--- src/rtl/dc_router_pkg.sv ---
// Shared types and constants for the N-channel data/control router.
package dc_router_pkg;

  typedef enum logic [1:0] {
    IDLE = 2'd0,
    RUN  = 2'd1,
    FIN  = 2'd2
  } state_t;

  localparam int unsigned DEF_NCH    = 3;
  localparam int unsigned DEF_DATA_W = 128;
  localparam int unsigned DEF_ADDR_W = 32;
  localparam int unsigned RAM_RD_LAT = 1;

  function automatic int unsigned wrap_inc(input int unsigned i, input int unsigned n);
    return (i + 1 >= n) ? 0 : i + 1;
  endfunction

endpackage

--- src/rtl/dc_rr_arbiter.sv ---
// N-way round-robin arbiter: the first requester at or after ptr wins.
module dc_rr_arbiter #(
  parameter int unsigned N = 3
) (
  input  logic [N-1:0]                      req,
  input  logic [((N > 1) ? $clog2(N) : 1)-1:0] ptr,
  output logic [N-1:0]                      grant,
  output logic [((N > 1) ? $clog2(N) : 1)-1:0] grant_idx,
  output logic                              grant_valid
);
  localparam int unsigned IDX_W = (N > 1) ? $clog2(N) : 1;

  always_comb begin
    int unsigned c;
    grant       = '0;
    grant_idx   = '0;
    grant_valid = 1'b0;
    c           = 0;
    for (int unsigned k = 0; k < N; k++) begin
      c = (32'(ptr) + k) % N;
      if (!grant_valid && req[c]) begin
        grant[c]    = 1'b1;
        grant_idx   = IDX_W'(c);
        grant_valid = 1'b1;
      end
    end
  end

endmodule

--- src/rtl/dc_router_nch.sv ---
// Moves data between one single-port RAM and NCH accelerator FIFO pairs,
// one RAM operation per cycle under round-robin arbitration.
module dc_router_nch
  import dc_router_pkg::*;
#(
  parameter int unsigned NCH    = DEF_NCH,
  parameter int unsigned DATA_W = DEF_DATA_W,
  parameter int unsigned ADDR_W = DEF_ADDR_W
) (
  input  logic                  clk,
  input  logic                  reset,
  input  logic                  start,
  input  logic [NCH-1:0]        chan_mask,
  input  logic [ADDR_W-1:0]     offset,
  input  logic [ADDR_W-1:0]     filesize,
  output logic                  busy,
  output logic                  acc_done,
  output logic [NCH-1:0]        ch_enable,
  output logic                  ram_read_enable,
  output logic                  ram_write_enable,
  output logic [ADDR_W-1:0]     ram_addr,
  input  logic [DATA_W-1:0]     ram_rdata,
  output logic [DATA_W-1:0]     ram_wdata,
  input  logic [NCH-1:0]        to_full,
  output logic [NCH-1:0]        put_req,
  output logic [DATA_W-1:0]     to_data,
  input  logic [NCH-1:0]        from_empty,
  output logic [NCH-1:0]        get_req,
  input  logic [NCH*DATA_W-1:0] from_data
);
  localparam int unsigned IDX_W = (NCH > 1) ? $clog2(NCH) : 1;

  state_t            state;
  logic [NCH-1:0]    mask_r;
  logic [ADDR_W-1:0] fsize_r;
  logic [ADDR_W-1:0] rd_base [NCH];
  logic [ADDR_W-1:0] wr_base [NCH];
  logic [ADDR_W-1:0] rd_cnt  [NCH];
  logic [ADDR_W-1:0] wr_cnt  [NCH];
  logic [IDX_W-1:0]  rr_ptr;
  logic [NCH-1:0]    put_r;
  logic [ADDR_W-1:0] addr_hold;
  logic [DATA_W-1:0] wdata_hold;

  logic [ADDR_W-1:0] nxt_rd_base [NCH];
  logic [ADDR_W-1:0] nxt_wr_base [NCH];
  logic [DATA_W-1:0] from_word   [NCH];
  logic [NCH-1:0]    done, rd_req, wr_req, req, grant;
  logic [IDX_W-1:0]  grant_idx;
  logic              grant_valid, do_wr, do_rd, in_run, all_done;

  assign in_run   = (state == RUN);
  assign all_done = &done;
  assign req      = rd_req | wr_req;

  // Channel bases come from a running sum of 2*filesize, so no multiplier.
  always_comb begin
    logic [ADDR_W-1:0] acc;
    acc = offset;
    for (int unsigned c = 0; c < NCH; c++) begin
      nxt_rd_base[c] = acc;
      nxt_wr_base[c] = acc + filesize;
      acc            = acc + {filesize[ADDR_W-2:0], 1'b0};
    end
  end

  always_comb begin
    done   = '0;
    rd_req = '0;
    wr_req = '0;
    for (int unsigned c = 0; c < NCH; c++) begin
      from_word[c] = from_data[c*DATA_W +: DATA_W];
      done[c]   = !mask_r[c] || (rd_cnt[c] == fsize_r && wr_cnt[c] == fsize_r);
      // A read is never issued back-to-back to one channel, so the push
      // from the previous read is always accounted for in to_full.
      rd_req[c] = in_run && mask_r[c] && (rd_cnt[c] < fsize_r) && !to_full[c] && !put_r[c];
      wr_req[c] = in_run && mask_r[c] && (wr_cnt[c] < fsize_r) && !from_empty[c];
    end
  end

  dc_rr_arbiter #(.N(NCH)) u_arb (
    .req         (req),
    .ptr         (rr_ptr),
    .grant       (grant),
    .grant_idx   (grant_idx),
    .grant_valid (grant_valid)
  );

  assign do_wr = grant_valid && wr_req[grant_idx];
  assign do_rd = grant_valid && !wr_req[grant_idx];

  always_comb begin
    ram_write_enable = do_wr;
    ram_read_enable  = do_rd;
    get_req          = do_wr ? grant : '0;
    ram_addr         = addr_hold;
    ram_wdata        = wdata_hold;
    if (do_wr) begin
      ram_addr  = wr_base[grant_idx] + wr_cnt[grant_idx];
      ram_wdata = from_word[grant_idx];
    end else if (do_rd) begin
      ram_addr  = rd_base[grant_idx] + rd_cnt[grant_idx];
    end
  end

  assign busy      = (state != IDLE);
  assign acc_done  = (state == FIN);
  assign ch_enable = in_run ? (mask_r & ~done) : '0;
  assign put_req   = put_r;
  assign to_data   = (put_r != '0) ? ram_rdata : '0;

  always_ff @(posedge clk or negedge reset) begin
    if (!reset) begin
      state      <= IDLE;
      mask_r     <= '0;
      fsize_r    <= '0;
      rr_ptr     <= '0;
      put_r      <= '0;
      addr_hold  <= '0;
      wdata_hold <= '0;
      for (int unsigned c = 0; c < NCH; c++) begin
        rd_base[c] <= '0;
        wr_base[c] <= '0;
        rd_cnt[c]  <= '0;
        wr_cnt[c]  <= '0;
      end
    end else begin
      put_r <= do_rd ? grant : '0;
      if (grant_valid) begin
        addr_hold <= ram_addr;
        rr_ptr    <= IDX_W'(wrap_inc(32'(grant_idx), NCH));
      end
      if (do_wr) begin
        wdata_hold        <= ram_wdata;
        wr_cnt[grant_idx] <= wr_cnt[grant_idx] + 1'b1;
      end
      if (do_rd) rd_cnt[grant_idx] <= rd_cnt[grant_idx] + 1'b1;
      case (state)
        IDLE: if (start) begin
          state   <= RUN;
          mask_r  <= chan_mask;
          fsize_r <= filesize;
          for (int unsigned c = 0; c < NCH; c++) begin
            rd_base[c] <= nxt_rd_base[c];
            wr_base[c] <= nxt_wr_base[c];
            rd_cnt[c]  <= '0;
            wr_cnt[c]  <= '0;
          end
        end
        RUN:     if (all_done) state <= FIN;
        FIN:     state <= IDLE;
        default: state <= IDLE;
      endcase
    end
  end

endmodule
--- config.mk ---
export PLATFORM = sky130hd
export DESIGN_NAME = dc_router_nch
export DESIGN_NICKNAME = d
export VERILOG_FILES = /design/src/rtl/dc_router_pkg.sv /design/src/rtl/dc_rr_arbiter.sv /design/src/rtl/dc_router_nch.sv
export SDC_FILE = /design/constraint.sdc
export NUM_CORES = 2
export LEC_CHECK = 0
export CAP_MARGIN = 15
export CORE_ASPECT_RATIO = 0.5
export CORE_MARGIN = 1.5
export CORE_UTILIZATION = 49
export DETAILED_ROUTE_END_ITERATION = 6
export PLACE_DENSITY = 0.79
export SYNTH_ARGS = -nofsm -noshare
export SYNTH_HDL_FRONTEND = slang
export SYNTH_HIERARCHICAL = 1
export SYNTH_SLANG_ARGS = --single-unit
--- constraint.sdc ---
create_clock -name clk -period 30.8 [get_ports clk]
set_input_delay 6.16 -clock clk [delete_from_list [all_inputs] [get_ports clk]]
set_output_delay 6.16 -clock clk [all_outputs]
set_load 0.02 [all_outputs]
==> flow_metrics.env <==
export IMPL_timing_max_slew_rel_slack=0.164
export IMPL_die_height_um=217
export IMPL_cts_made_buffers=57
export IMPL_irDropWorstVdd_uv=79.9
export IMPL_timing_hold_violations_final=0
export IMPL_worst_r2r_endpoint="addr_hold[31]"
export IMPL_remaining_drc_errors=8
export IMPL_worst_r2r_path_cells=34
export IMPL_static_leakage_power_nw=25.4
export IMPL_report_final_setup_viol=0
export IMPL_via_count=46700
export IMPL_antenna_violating_nets_post_route=0
export IMPL_num_nets_final=7057
export IMPL_clk_latency_ps=690
export IMPL_max_cap_viol_count=0
export IMPL_tritoncts_clock_tree="yes"
export IMPL_crit_family="compound AO/OA/AOI/OAI gates"
export IMPL_yosysTopAreaCellShare=0.323
export IMPL_finalCriticalPeriod_ps=21390
export IMPL_design_core_area_um2=90900
export IMPL_avg_synthesized_cell_area_um2=8.46
export IMPL_outcome="finished with violations"
export IMPL_clock_tree_htree_level_count=2
export IMPL_aggregate_routed_wire_length_mm=227
export IMPL_post_cts_resize_count=0
export IMPL_areaGrowthSynthToFinish_pct=26.3
export IMPL_ys_dominant_reg_cell="sky130_fd_sc_hd__dfrtp_1"
export IMPL_crit_startpoint="from_empty[1]"
export IMPL_hold_buffers=0
export IMPL_power_density_nw_per_um2=98.3
export IMPL_syn_instance_count=5328
export IMPL_final_layout_fill_cell_count=7435
export IMPL_regToRegStartpoint="fsize_r[9]"
export IMPL_register_to_register_setup_slack_ps=20580
export IMPL_dp_hpwl_mm=181
export IMPL_yosysSeqAreaShare=0.323
export IMPL_first_global_vias=43800
export IMPL_synth_edf_count=0
export IMPL_failed_checks="design-rule violations"
export IMPL_globalplace_congestion=1.22
export IMPL_buffers_from_clock_root_to_sink_at_most=3
export IMPL_worst_path_max_delay_cell="sky130_fd_sc_hd__buf_4"
export IMPL_critical_path_max_stage_delay_ps=780
export IMPL_row_count=78
export IMPL_timing_worst_slew_pin_value_ps=1250
export IMPL_drt_iter0_drc=6435
export IMPL_largest_cells_by_area_after_synthesis="sky130_fd_sc_hd__dfrtp_1 32%, sky130_fd_sc_hd__ha_1 12%, sky130_fd_sc_hd__mux2i_1 8.6%, sky130_fd_sc_hd__nand2_1 6.1%, sky130_fd_sc_hd__o21ai_0 6.0%"
export IMPL_endpoint_kind="output port"
export IMPL_ys_async_sr_fraction=1.00
export IMPL_clk_pin_slew_ps=70
export IMPL_crit_end="ram_addr[31]"
export IMPL_yosysWarningCount=6
export IMPL_critPathBufInv=7
export IMPL_global_route_usage_total=0.467
export IMPL_cts_sinks=582
export IMPL_grt_start_max_net_pins=223
export IMPL_finalNonFillerCells=7369
export IMPL_timing_setup_tns_ps=0
export IMPL_hold_class="reg -> reg"
export IMPL_cp_data_arrival_time_ps=15230
export IMPL_final_worst_path_cycle_share=0.695
export IMPL_yosysUniqueCellTypes=105
export IMPL_start_kind="input port"
export IMPL_detailedRoute_firstPassIterationCount=7
export IMPL_netlist_area_um2=45100
export IMPL_timing_fmax_ghz=0.0467
export IMPL_root_buffer="sky130_fd_sc_hd__clkbuf_16"
export IMPL_critical_path_cell_count=29
export IMPL_io_buffer_count=888
export IMPL_die_x_um=432
export IMPL_numPlacedInstances=7227
export IMPL_antenna_found_initial=50
export IMPL_dieArea_um2=94000
export IMPL_avgRoutedWirePerCell_um=30.8
export IMPL_final_layout_size_suffix_gt1_frac=0.0450
export IMPL_grt_setup_unrepaired="no"
export IMPL_syn_num_nets=6339
export IMPL_overflow=0
export IMPL_hold_start="wdata_hold[64]"
export IMPL_max_slew_violation_total_from_the_final_report=0
export IMPL_avgViaCountPerCell=6.34
export IMPL_grt_pass1_wl_mm=316
export IMPL_ys_seq_elements=582
export IMPL_timing_clock_skew_ps=26.1
export IMPL_post_synth_top_area_cell="sky130_fd_sc_hd__dfrtp_1"
export IMPL_number_of_setup_buffers_added_after_cts=0
export IMPL_critical_path_required_ps=24640
export IMPL_ioPinCount=889
export IMPL_path_class="in -> out"
export IMPL_critical_path_max_fanout=93
export IMPL_start_util=0.496
cell usage in the layout (no fill, tap or decap), drive strengths merged, types with 34 or more instances in the layout:
cell,count
ha,416
o21ai,591
xnor2,155
nor3,47
a21oi,476
clkdlybuf4s50,887
mux2,34
inv,136
diode,37
nand2b,41
nand4,56
xor2,86
a21o,142
o21a,44
buf,41
dfrtp,582
nor2,445
mux2i,391
nand3,131
nor2b,179
clkbuf,73
nand2,739
Yosys cell counts, types with 8 or more instances:
cell type and n:
sky130_fd_sc_hd__nor3_1 45, sky130_fd_sc_hd__o2bb2ai_2 13, sky130_fd_sc_hd__mux2_2 34, sky130_fd_sc_hd__mux2i_1 389, sky130_fd_sc_hd__o31ai_1 25, sky130_fd_sc_hd__o21ai_1 41, sky130_fd_sc_hd__ha_1 416, sky130_fd_sc_hd__or3_1 11
sky130_fd_sc_hd__inv_1 128, sky130_fd_sc_hd__nand4_1 54, sky130_fd_sc_hd__and4_1 11, sky130_fd_sc_hd__o21a_1 44, sky130_fd_sc_hd__nor4_1 13, sky130_fd_sc_hd__nand3_1 128, sky130_fd_sc_hd__clkbuf_1 183, sky130_fd_sc_hd__dfrtp_1 582
sky130_fd_sc_hd__and3_1 21, sky130_fd_sc_hd__or2_2 14, sky130_fd_sc_hd__buf_6 10, sky130_fd_sc_hd__o21ai_0 542, sky130_fd_sc_hd__and2_1 20, sky130_fd_sc_hd__o211ai_1 20, sky130_fd_sc_hd__o21bai_1 28, sky130_fd_sc_hd__buf_2 55
sky130_fd_sc_hd__xnor2_1 155, sky130_fd_sc_hd__o21ai_2 8, sky130_fd_sc_hd__nor3b_1 10, sky130_fd_sc_hd__nor2b_1 178, sky130_fd_sc_hd__nand2b_1 41, sky130_fd_sc_hd__a211o_1 8, sky130_fd_sc_hd__a21oi_1 474, sky130_fd_sc_hd__a21o_1 142
sky130_fd_sc_hd__a31oi_1 23, sky130_fd_sc_hd__nand2_1 737, sky130_fd_sc_hd__nor2_1 437, sky130_fd_sc_hd__a221oi_1 8, sky130_fd_sc_hd__xor2_1 85, sky130_fd_sc_hd__buf_1 12, sky130_fd_sc_hd__a211oi_1 29
cell families after synthesis:
| group | synth area share |
|---|---|
| XOR/XNOR | 0.0485 |
| adder cells (fa/ha/maj) | 0.119 |
| multiplexers | 0.0959 |
| flip-flops | 0.323 |
| AND/OR/NAND/NOR | 0.177 |
| AO/OA/AOI/OAI | 0.198 |
| buffers and inverters | 0.0384 |
layout make-up:
class	count	area (um^2)	share of cell area
diodes	37	92.6	0.00163
clock buffers	73	1600	0.0281
clock inverters	32	513	0.00901
inverters	133	499	0.00877
multi-input cells	4344	28900	0.507
flip-flops and latches	582	14600	0.256
well taps	1240	1550	0.0272
repair buffers	928	9260	0.163
routing by layer:
metal,global-route usage,share of wire
met1,0.614,0.39
met4,0.248,0.060
met5,0.0169,0.0015
met3,0.179,0.14
met2,0.659,0.41
metrics by stage:
step / hold WS [ps] / worst slack [ps] / area [um^2] / utilization / power (mW)
final: 473 / 9410 / 56900 / 0.627 / 5.60
after global routing: 489 / 9110 / 56900 / 0.627 / 5.79
after CTS: 474 / 9760 / 56900 / 0.626 / 5.46
after detailed placement: 459 / 9790 / 54700 / 0.602 / 4.62
after global placement: 451 / 10000 / 54700 / 0.602 / 4.54
after floorplan: 438 / 12100 / 45100 / - / 3.10
worst min-delay path by stage:
stage	end	slack (ps)	depth (start not counted)
6_report	wdata_hold[64]	470	2
3_5_place_dp	wdata_hold[64]	460	2
4_1_cts	wdata_hold[55]	470	2
5_1_grt	wdata_hold[79]	490	2
2_1_floorplan	wr_base[68]	440	2
3_3_place_gp	wdata_hold[19]	450	2
state kept, by name, summed over array words and instances, names as in the netlist:
signal and count:
mask_r 3, wdata_hold 128, addr_hold 32, fsize_r 32, wr_cnt 96, put_req 3
rr_ptr 2, rd_base 94, wr_base 94, rd_cnt 96, state 2
worst min-delay path, stage by stage, from the launching register on:
cell and delay [ps]:
sky130_fd_sc_hd__dfrtp_1 320, sky130_fd_sc_hd__nand2_1 50, sky130_fd_sc_hd__o21ai_0 60
report_power, final:
part | internal, mW | total [mW] | switching, mW
logic | 1.22 | 3.60 | 2.37
clock network | 0.469 | 0.827 | 0.358
registers | 1.02 | 1.17 | 0.150
total | 2.72 | 5.60 | 2.88
No activity file was read; power rests on OpenSTA's default activity.
